## src/rtl/pipe_seg_reg.sv

```systemverilog
// pipe_seg_reg: registered pipeline segment with valid/ready handshakes.
//
// Handshake: a transfer happens on a rising clk edge when valid and ready are
// both high on that side. A producer holds valid and data stable until the
// transfer. Neither valid nor data may depend on ready in the same cycle.
//
// Per-edge priority: resetn (sync, active-low) > refresh > stall > transfer.
// refresh empties the stage, reloads payloads with NOP_VAL and drops any
// simultaneous input. stall blocks both sides combinationally and freezes all
// state. While stalled, out_data keeps showing the head payload.
//
// Build option: define PIPE_SEG_SKID_EN for a two-entry stage (head + skid).
// In that build in_ready comes only from registers, which cuts the
// out_ready -> in_ready path. Without the macro the stage has one entry and
// in_ready depends combinationally on out_ready.
module pipe_seg_reg #(
  parameter int unsigned   DW      = 32,
  parameter logic [DW-1:0] NOP_VAL = {DW{1'b0}}
) (
  input  logic          clk,
  input  logic          resetn,
  input  logic          stall,
  input  logic          refresh,
  input  logic          in_valid,
  output logic          in_ready,
  input  logic [DW-1:0] in_data,
  output logic          out_valid,
  input  logic          out_ready,
  output logic [DW-1:0] out_data,
  output logic [1:0]    occ
);

  logic          head_valid_q, head_valid_d;
  logic [DW-1:0] head_data_q,  head_data_d;
  logic          in_fire;
  logic          out_fire;

`ifdef PIPE_SEG_SKID_EN
  logic          skid_valid_q, skid_valid_d;
  logic [DW-1:0] skid_data_q,  skid_data_d;

  // Ready depends only on the skid flag, so it carries no out_ready path.
  always_comb begin
    in_ready  = !skid_valid_q && !stall && resetn;
    out_valid = head_valid_q && !stall;
    in_fire   = in_valid && in_ready;
    out_fire  = out_valid && out_ready;
    occ       = {1'b0, head_valid_q} + {1'b0, skid_valid_q};
  end

  // Next-state for the head/skid pair. When the head drains, the skid refills
  // it; otherwise the incoming payload does.
  always_comb begin
    head_valid_d = head_valid_q;
    head_data_d  = head_data_q;
    skid_valid_d = skid_valid_q;
    skid_data_d  = skid_data_q;
    if (refresh) begin
      head_valid_d = 1'b0;
      head_data_d  = NOP_VAL;
      skid_valid_d = 1'b0;
      skid_data_d  = NOP_VAL;
    end else if (!stall) begin
      if (out_fire) begin
        if (skid_valid_q) begin
          // in_ready is low whenever skid is valid, so no input competes here.
          head_valid_d = 1'b1;
          head_data_d  = skid_data_q;
          skid_valid_d = 1'b0;
        end else if (in_fire) begin
          head_valid_d = 1'b1;
          head_data_d  = in_data;
        end else begin
          head_valid_d = 1'b0;
        end
      end else if (in_fire) begin
        if (!head_valid_q) begin
          head_valid_d = 1'b1;
          head_data_d  = in_data;
        end else begin
          skid_valid_d = 1'b1;
          skid_data_d  = in_data;
        end
      end
    end
  end

  // Skid entry registers.
  always_ff @(posedge clk) begin
    if (!resetn) begin
      skid_valid_q <= 1'b0;
      skid_data_q  <= NOP_VAL;
    end else begin
      skid_valid_q <= skid_valid_d;
      skid_data_q  <= skid_data_d;
    end
  end
`else
  // Single entry: the stage can accept while empty, or while its head leaves.
  always_comb begin
    in_ready  = (!head_valid_q || out_ready) && !stall && resetn;
    out_valid = head_valid_q && !stall;
    in_fire   = in_valid && in_ready;
    out_fire  = out_valid && out_ready;
    occ       = {1'b0, head_valid_q};
  end

  // Next-state for the single head entry.
  always_comb begin
    head_valid_d = head_valid_q;
    head_data_d  = head_data_q;
    if (refresh) begin
      head_valid_d = 1'b0;
      head_data_d  = NOP_VAL;
    end else if (!stall) begin
      if (in_fire) begin
        head_valid_d = 1'b1;
        head_data_d  = in_data;
      end else if (out_fire) begin
        head_valid_d = 1'b0;
      end
    end
  end
`endif

  // Head entry registers. out_data is taken straight from these flops.
  always_ff @(posedge clk) begin
    if (!resetn) begin
      head_valid_q <= 1'b0;
      head_data_q  <= NOP_VAL;
    end else begin
      head_valid_q <= head_valid_d;
      head_data_q  <= head_data_d;
    end
  end

  assign out_data = head_data_q;

endmodule
```

## config.mk

```make
export PLATFORM = sky130hd
export DESIGN_NAME = pipe_seg_reg
export DESIGN_NICKNAME = d
export VERILOG_FILES = /design/src/rtl/pipe_seg_reg.sv
export SDC_FILE = /design/constraint.sdc
export NUM_CORES = 1
export LEC_CHECK = 0
export CAP_MARGIN = 20
export CORE_MARGIN = 2
export CORE_UTILIZATION = 40
export CTS_BUF_LIST = sky130_fd_sc_hd__clkbuf_2
export CTS_CLUSTER_SIZE = 40
export DETAILED_ROUTE_END_ITERATION = 12
export GPL_TIMING_DRIVEN = 0
export PLACE_DENSITY_LB_ADDON = 0.25
export SLEW_MARGIN = 15
export SYNTH_ARGS = -nofsm -noshare
export SYNTH_HDL_FRONTEND = slang
export SYNTH_SLANG_ARGS = --single-unit
```

## constraint.sdc

```tcl
create_clock -name clk -period 1.75 [get_ports clk]
set_input_delay 0.175 -clock clk [delete_from_list [all_inputs] [get_ports clk]]
set_output_delay 0.175 -clock clk [all_outputs]
set_load 0.01 [all_outputs]
```

* Word-level counts from Yosys, hierarchy flattened *
Index checks and enable logic that the tools add are counted.

storage, ports and cells
  register bits = 33
  output and inout port bits = 36

cells by class
  muxes and demuxes = 2
  bitwise gates (word level) = 2
  reduce and logical (&&, ||, !) cells = 12

operators with widths
  operator             count
  1-bit logical AND    5
  2-bit AND reduction  2
  1-bit zero test      2
  1-bit 2-to-1 mux     2
  1-bit NOT            2
  2-bit nonzero test   1
  2-bit OR reduction   1
  1-bit logical OR     1

* Longest topological paths before layout *
Gate-level depths: netlist of run 1.

  depth after elaboration = 7
  mapped depth = 5
  gate-level depth less buffers = 3

* Worst setup path after synthesis of run 1 *
No wires, ideal clock.

  path type = flip-flop to flip-flop
  from = register head_valid_q
  to = register head_data_q[10], in the netlist out_data[10]
  arrival time = 1.192 ns
  required time = 1.631 ns
  path slack = 0.439 ns
  stages on the path, launching flop included = 6
  buffers on the path = 2
  clock period less this slack = 1.311 ns
  cells stage by stage = dfxtp_1 > nor2b_4 > or3b_1 > buf_6 > buf_8 > mux2i_1

on the way
  longest elaborated chain between the ends = 6

ends and longest elaborated chain
  element                         RTL line  text
  start: declaration              33        logic head_valid_q, head_valid_d;
  start signal: assignment        132       head_valid_q <= head_valid_d;
  1-bit zero test                 101       in_ready = (!head_valid_q || out_ready) && !stall && resetn;
  1-bit logical OR                101
  1-bit logical AND (2 in a row)  101
  1-bit logical AND               103       in_fire = in_valid && in_ready;
  2-bit AND reduction (no line)   -
  end signal: assignment          133       head_data_q <= head_data_d;
  end: declaration                34        logic [DW-1:0] head_data_q, head_data_d;

Every way passes these cells.
A chain may end at the register's enable or synchronous reset.

* Worst setup path in the final report of run 1 *
  from = register head_valid_q
  to = output port in_ready

on the way
  longest elaborated chain between the ends = 4

ends and longest elaborated chain
  element                         RTL line  text
  1-bit zero test                 101
  1-bit logical OR                101
  1-bit logical AND (2 in a row)  101
  end: declaration                25        output logic in_ready,

Every way passes these cells.

==> qor.csv, run 1 <==
metric,value,unit
# nets final,269,
Syn Inst Count,152,
Final min period,1700,ps
IO Pins,74,
post-cts gate resize count,0,
clock tree from TritonCTS,built,
Crit Path Max Fanout,4,
VDD IR max,467,µV
Max Slew Vio Count,0,
hold slack final,328,ps
routed wire length on met2,1.82,mm
Syn-to-layout area delta,60.3,%
Pwr Density,660,mW/mm²
core area,0.00334,mm²
DP HPWL,2.71,mm
CP startpoint kind,flip-flop,
synthesized net count,190,
run status,finished clean,
"leading cell type in the layout, fill and taps excluded",clkdlybuf4s50_1,
metal3 WL,250,µm
drt pass-1 iters,4,
Syn Area/Cell,9.19,µm²
post-synthesis sequential area ratio,47.3,%
M1 WL,1.30,mm
DR top layer,met4,
Async SR Flop Fraction,0,%
initial drt markers,14,
Final Util,67.1,%
unique cell type count in the Yosys netlist,20,
Via-to-Cell Ratio,4.63,
grt total ovfl,0,
port buffer count,72,
# rows,21,
leak pwr,0.996,nW
Worst Hold Class,in -> reg,
largest net degree at the start of global routing,11,
Setup Viol. Count Final,0,
Sink Count,33,
crit path kind,reg -> out,
Final Skew,11.7,ps
"antenna viol nets, final",0,
Die ar.,0.00398,mm²
routed vias,1287,
die height,63.1,µm
final hold violations,0,
vias in the first global route,1333,
highest-count cells in the layout ignoring fill and taps,"clkdlybuf4s50_1, nand2_1, dfxtp_1",
first-pass GRT wire length,5.65,mm
CTS Root Cell,clkbuf_2,
Worst Path Required,1570,ps
Longest Clk Path Bufs,2,
share of post-route cells with drive strength above 1,6.47,%
residual DRC count,0,
GRT Total Usage,18.2,%
TritonCTS Buffers,5,
Final period util,97.2,%
Die X,63.1,µm
drt wl/cell,12.4,µm
postcts setup bufs,0,
"Arr. time, crit path",1530,ps
synth warn,0,
crit end category,output pin,
Seq cells post-synth,33,
H-tree Lvls,2,
Fmax,588,MHz
Clock transition at path regs,170,ps
Hold Buf Count CTS,0,
"Top FF cell, synth",dfxtp_1,
Max-Cap Viols,0,
Post-Route WL,3.46,mm
Final GP Congestion,0.712,
number of synthesized flops with an enable pin,0,
Syn Std Cell Area,0.00140,mm²
Starting Density,41.8,%
Inserted Diodes,0,
clk_lat worst skew,370,ps
RSZ-0062 raised after global routing,false,
antenna violations before repair,0,
-- critical path, cell delays in order (launching register included) --
cell and delay [ps]:
dfxtp_1 370, nor2b_4 130, nor2_1 110, clkdlybuf4s50_1 560
-- state kept, by name (all words and copies together), names as in the netlist --
signal,count
head_valid_q,1
out_data,32
-- kinds of logic (layout without fill, tap and decap cells) --
kind of cell | after synthesis | count (layout) | share of synthesized area, %
AO/OA/AOI/OAI | 2 | 2 | 0.896
buffers and inverters | 14 | 94 | 8.06
flip-flops | 33 | 33 | 47.3
multiplexers | 32 | 32 | 22.9
other | 1 | 1 | 0.269
AND/OR/NAND/NOR | 70 | 70 | 20.5
-- area by class of cell --
cell class,instances,area [µm²]
inverter,1,3.75
clock inverter,2,33.8
multi-input combinational,105,623
buffer,13,109
tap,46,57.6
sequential,33,661
clock buffer,6,30.0
timing repair buffer,72,721
fill,289,1100
-- cells in the mapped netlist (2+ instances only) --
| library cell | number | share of area, % |
|---|---|---|
| buf_1 | 2 | 0.54 |
| buf_12 | 2 | 2.9 |
| buf_4 | 2 | 1.1 |
| clkbuf_1 | 4 | 1.1 |
| dfxtp_1 | 33 | 47 |
| mux2i_1 | 32 | 23 |
| nand2_1 | 64 | 17 |
-- final timing paths --
path | from | end | slack, ps | depth (start not counted)
setup / recovery | head_valid_q | in_ready | 50 | 3
hold / removal | in_data[7] | out_data[7] | 330 | 3
setup reg to reg | head_valid_q | out_data[11] | 360 | 5
hold reg to reg | out_data[15] | out_data[15] | 470 | 2
-- report_power, final --
group,leakage [nW],switching (mW),internal [mW],total [mW]
logic,0.689,0.0779,0.132,0.210
clock network,0.0406,0.254,0.244,0.498
registers,0.267,0.00570,0.763,0.769
total,0.996,0.338,1.14,1.48
-- stage by stage --
stage	cell area (µm²)	TNS [ps]	worst slack (ps)	power, mW	instances
finish	2240	0	49.5	1.48	278
global route	2240	0	0.668	1.54	278
global placement	2170	0	45.1	0.990	270
floorplan	1400	0	439	0.870	152
CTS	2240	0	49.5	1.49	278
detailed placement	2170	-201	-52.5	0.995	270
-- routing by layer --
metal / up-vias / GRT usage [%]
li1: 636 / -
met1: 596 / 16.2
met2: 45 / 35.8
met3: 10 / 6.61
met4: 0 / 8.33
met5: - / 0
(Power assumes the default switching activity.)
==> inputs of run 2 (changes only) <==
- PLACE_DENSITY: not set -> 0.81
- PLACE_DENSITY_LB_ADDON: 0.25 -> not set
- SKIP_LAST_GASP: not set -> 1
==> qor.csv, run 2 (synthesized netlist as in run 1, its figures left out) <==
metric,value,unit,change
Final Util,67.1,%,unchanged
H-tree Lvls,2,,unchanged
Fmax,613,MHz,was 588 MHz
total power,1.47,mW,was 1.48 mW
max FFs per register,32,,unchanged
first-pass GRT wire length,5.26,mm,was 5.65 mm
die height,63.1,µm,unchanged
crit end category,output pin,,unchanged
Longest Clk Path Bufs,2,,unchanged
DP HPWL,2.34,mm,was 2.71 mm
Final GP Congestion,0.684,,was 0.712
sequential share of power,52.4,%,was 52.0%
Final period util,93.2,%,was 97.2%
Final Skew,12.2,ps,was 11.7 ps
Final min period,1630,ps,was 1700 ps
crit path kind,reg -> out,,unchanged
final hold violations,0,,unchanged
post-cts gate resize count,0,,unchanged
CP startpoint kind,flip-flop,,unchanged
initial drt markers,31,,was 14
postcts setup bufs,0,,unchanged
"delay-heaviest family, CP",buffers and inverters,,unchanged
Post-Route WL,3.10,mm,was 3.46 mm
WP buf/inv,1,,unchanged
Starting Density,41.8,%,unchanged
Max Slew Vio Count,0,,unchanged
Syn-to-layout area delta,60.3,%,unchanged
residual DRC count,0,,unchanged
grt total ovfl,0,,unchanged
VDD IR max,490,µV,was 467 µV
Sw Pwr,0.328,mW,was 0.338 mW
RSZ-0062 raised after global routing,false,,unchanged
largest net degree at the start of global routing,11,,unchanged
Die ar.,0.00398,mm²,unchanged
antenna violations before repair,0,,unchanged
Logic pwr share,14.2,%,about the same
routed vias,1248,,was 1287
crit path max-delay cell type,clkdlybuf4s50_1,,unchanged
clk_lat worst skew,360,ps,was 370 ps
TritonCTS Buffers,5,,unchanged
port buffer count,72,,unchanged
drt wl/cell,11.2,µm,was 12.4 µm
Hold Buf Count CTS,0,,unchanged
IO Pins,74,,unchanged
share of post-route cells with drive strength above 1,6.47,%,unchanged
Pwr Density,655,mW/mm²,was 660 mW/mm²
internal power,1.14,mW,about the same
Sw Ratio,22.3,%,was 22.9%
GRT Total Usage,17.1,%,was 18.2%
placed cell areas,0.00217,mm²,unchanged
# rows,21,,unchanged
Die X,63.1,µm,unchanged
Clock transition at path regs,170,ps,about the same
# nets final,269,,unchanged
Clock Power Share,33.5,%,was 33.7%
Setup Viol. Count Final,0,,unchanged
post-route design area,0.00224,mm²,unchanged
Max-Cap Viols,0,,unchanged
CTS Root Cell,clkbuf_2,,unchanged
highest-count cells in the layout ignoring fill and taps,"clkdlybuf4s50_1, nand2_1, dfxtp_1",,unchanged
"Arr. time, crit path",1460,ps,was 1530 ps
clock tree from TritonCTS,built,,unchanged
CP Cell Sequence,nor2b_4 -> nor2_1 -> clkdlybuf4s50_1,,unchanged
fill count,302,,was 289
vias in the first global route,1188,,was 1333
Via-to-Cell Ratio,4.49,,was 4.63
slowest cell delay on critical path,530,ps,was 560 ps
run status,finished clean,,unchanged
drt pass-1 iters,4,,unchanged
Inserted Diodes,0,,unchanged
leak pwr,0.996,nW,unchanged
"antenna viol nets, final",0,,unchanged
Crit Path Max Fanout,4,,unchanged
Worst Path Required,1570,ps,about the same
Sink Count,33,,unchanged
core area,0.00334,mm²,unchanged
hold slack final,336,ps,was 328 ps
Worst Hold Class,in -> reg,,unchanged
"leading cell type in the layout, fill and taps excluded",clkdlybuf4s50_1,,unchanged
[run 2: worst min-delay path: cells and delay by family]
family,cells,cell delay (ps)
buf+inv,1,400
simple gates,1,50
mux,1,50
[run 2: final timing paths]
check	end	start	depth (start not counted)	slack (ps)
worst max-delay path	in_ready	head_valid_q	3	120
worst min-delay path	out_data[21]	in_data[21]	3	340
worst max register to register	out_data[15]	head_valid_q	5	350
worst min register to register	out_data[17]	out_data[17]	2	470
[run 2: routing by layer]
| metal | global-route usage [%] | up-vias | routed length (µm) |
|---|---|---|---|
| li1 | - | 634 | - |
| met4 | 5.83 | 0 | 44 |
| met1 | 19.3 | 568 | 1340 |
| met2 | 29.3 | 42 | 1490 |
| met5 | 0 | - | 0 |
| met3 | 6.79 | 4 | 225 |
[run 2: cell type report]
type | count | area, µm² | share of cell area [%]
plain buffers | 13 | 109 | 4.86
clock buffers | 6 | 30.0 | 1.34
clock inverters | 2 | 33.8 | 1.51
inverters | 1 | 3.75 | 0.168
multi-input cells | 105 | 623 | 27.8
flip-flops and latches | 33 | 661 | 29.5
well taps | 46 | 57.6 | 2.57
repair buffers | 72 | 721 | 32.2
[run 2: power groups by stage]
stage / Clock (mW) / Sequential (mW) / Combinational (mW)
finish: 0.491 / 0.768 / 0.208
global route: 0.562 / 0.771 / 0.226
CTS: 0.508 / 0.768 / 0.212
detailed placement: 0 / 0.784 / 0.210
global placement: 0 / 0.784 / 0.209
floorplan: 0 / 0.789 / 0.0814
[run 2: stage by stage]
step / setup WS [ps] / TNS [ps] / cells
4_1_cts: 89.8 / 0 / 278
5_1_grt: 47.1 / 0 / 278
3_5_place_dp: -7.36 / -14.4 / 270
6_report: 119 / 0 / 278
3_3_place_gp: 26.8 / 0 / 270
2_1_floorplan: 439 / 0 / 152
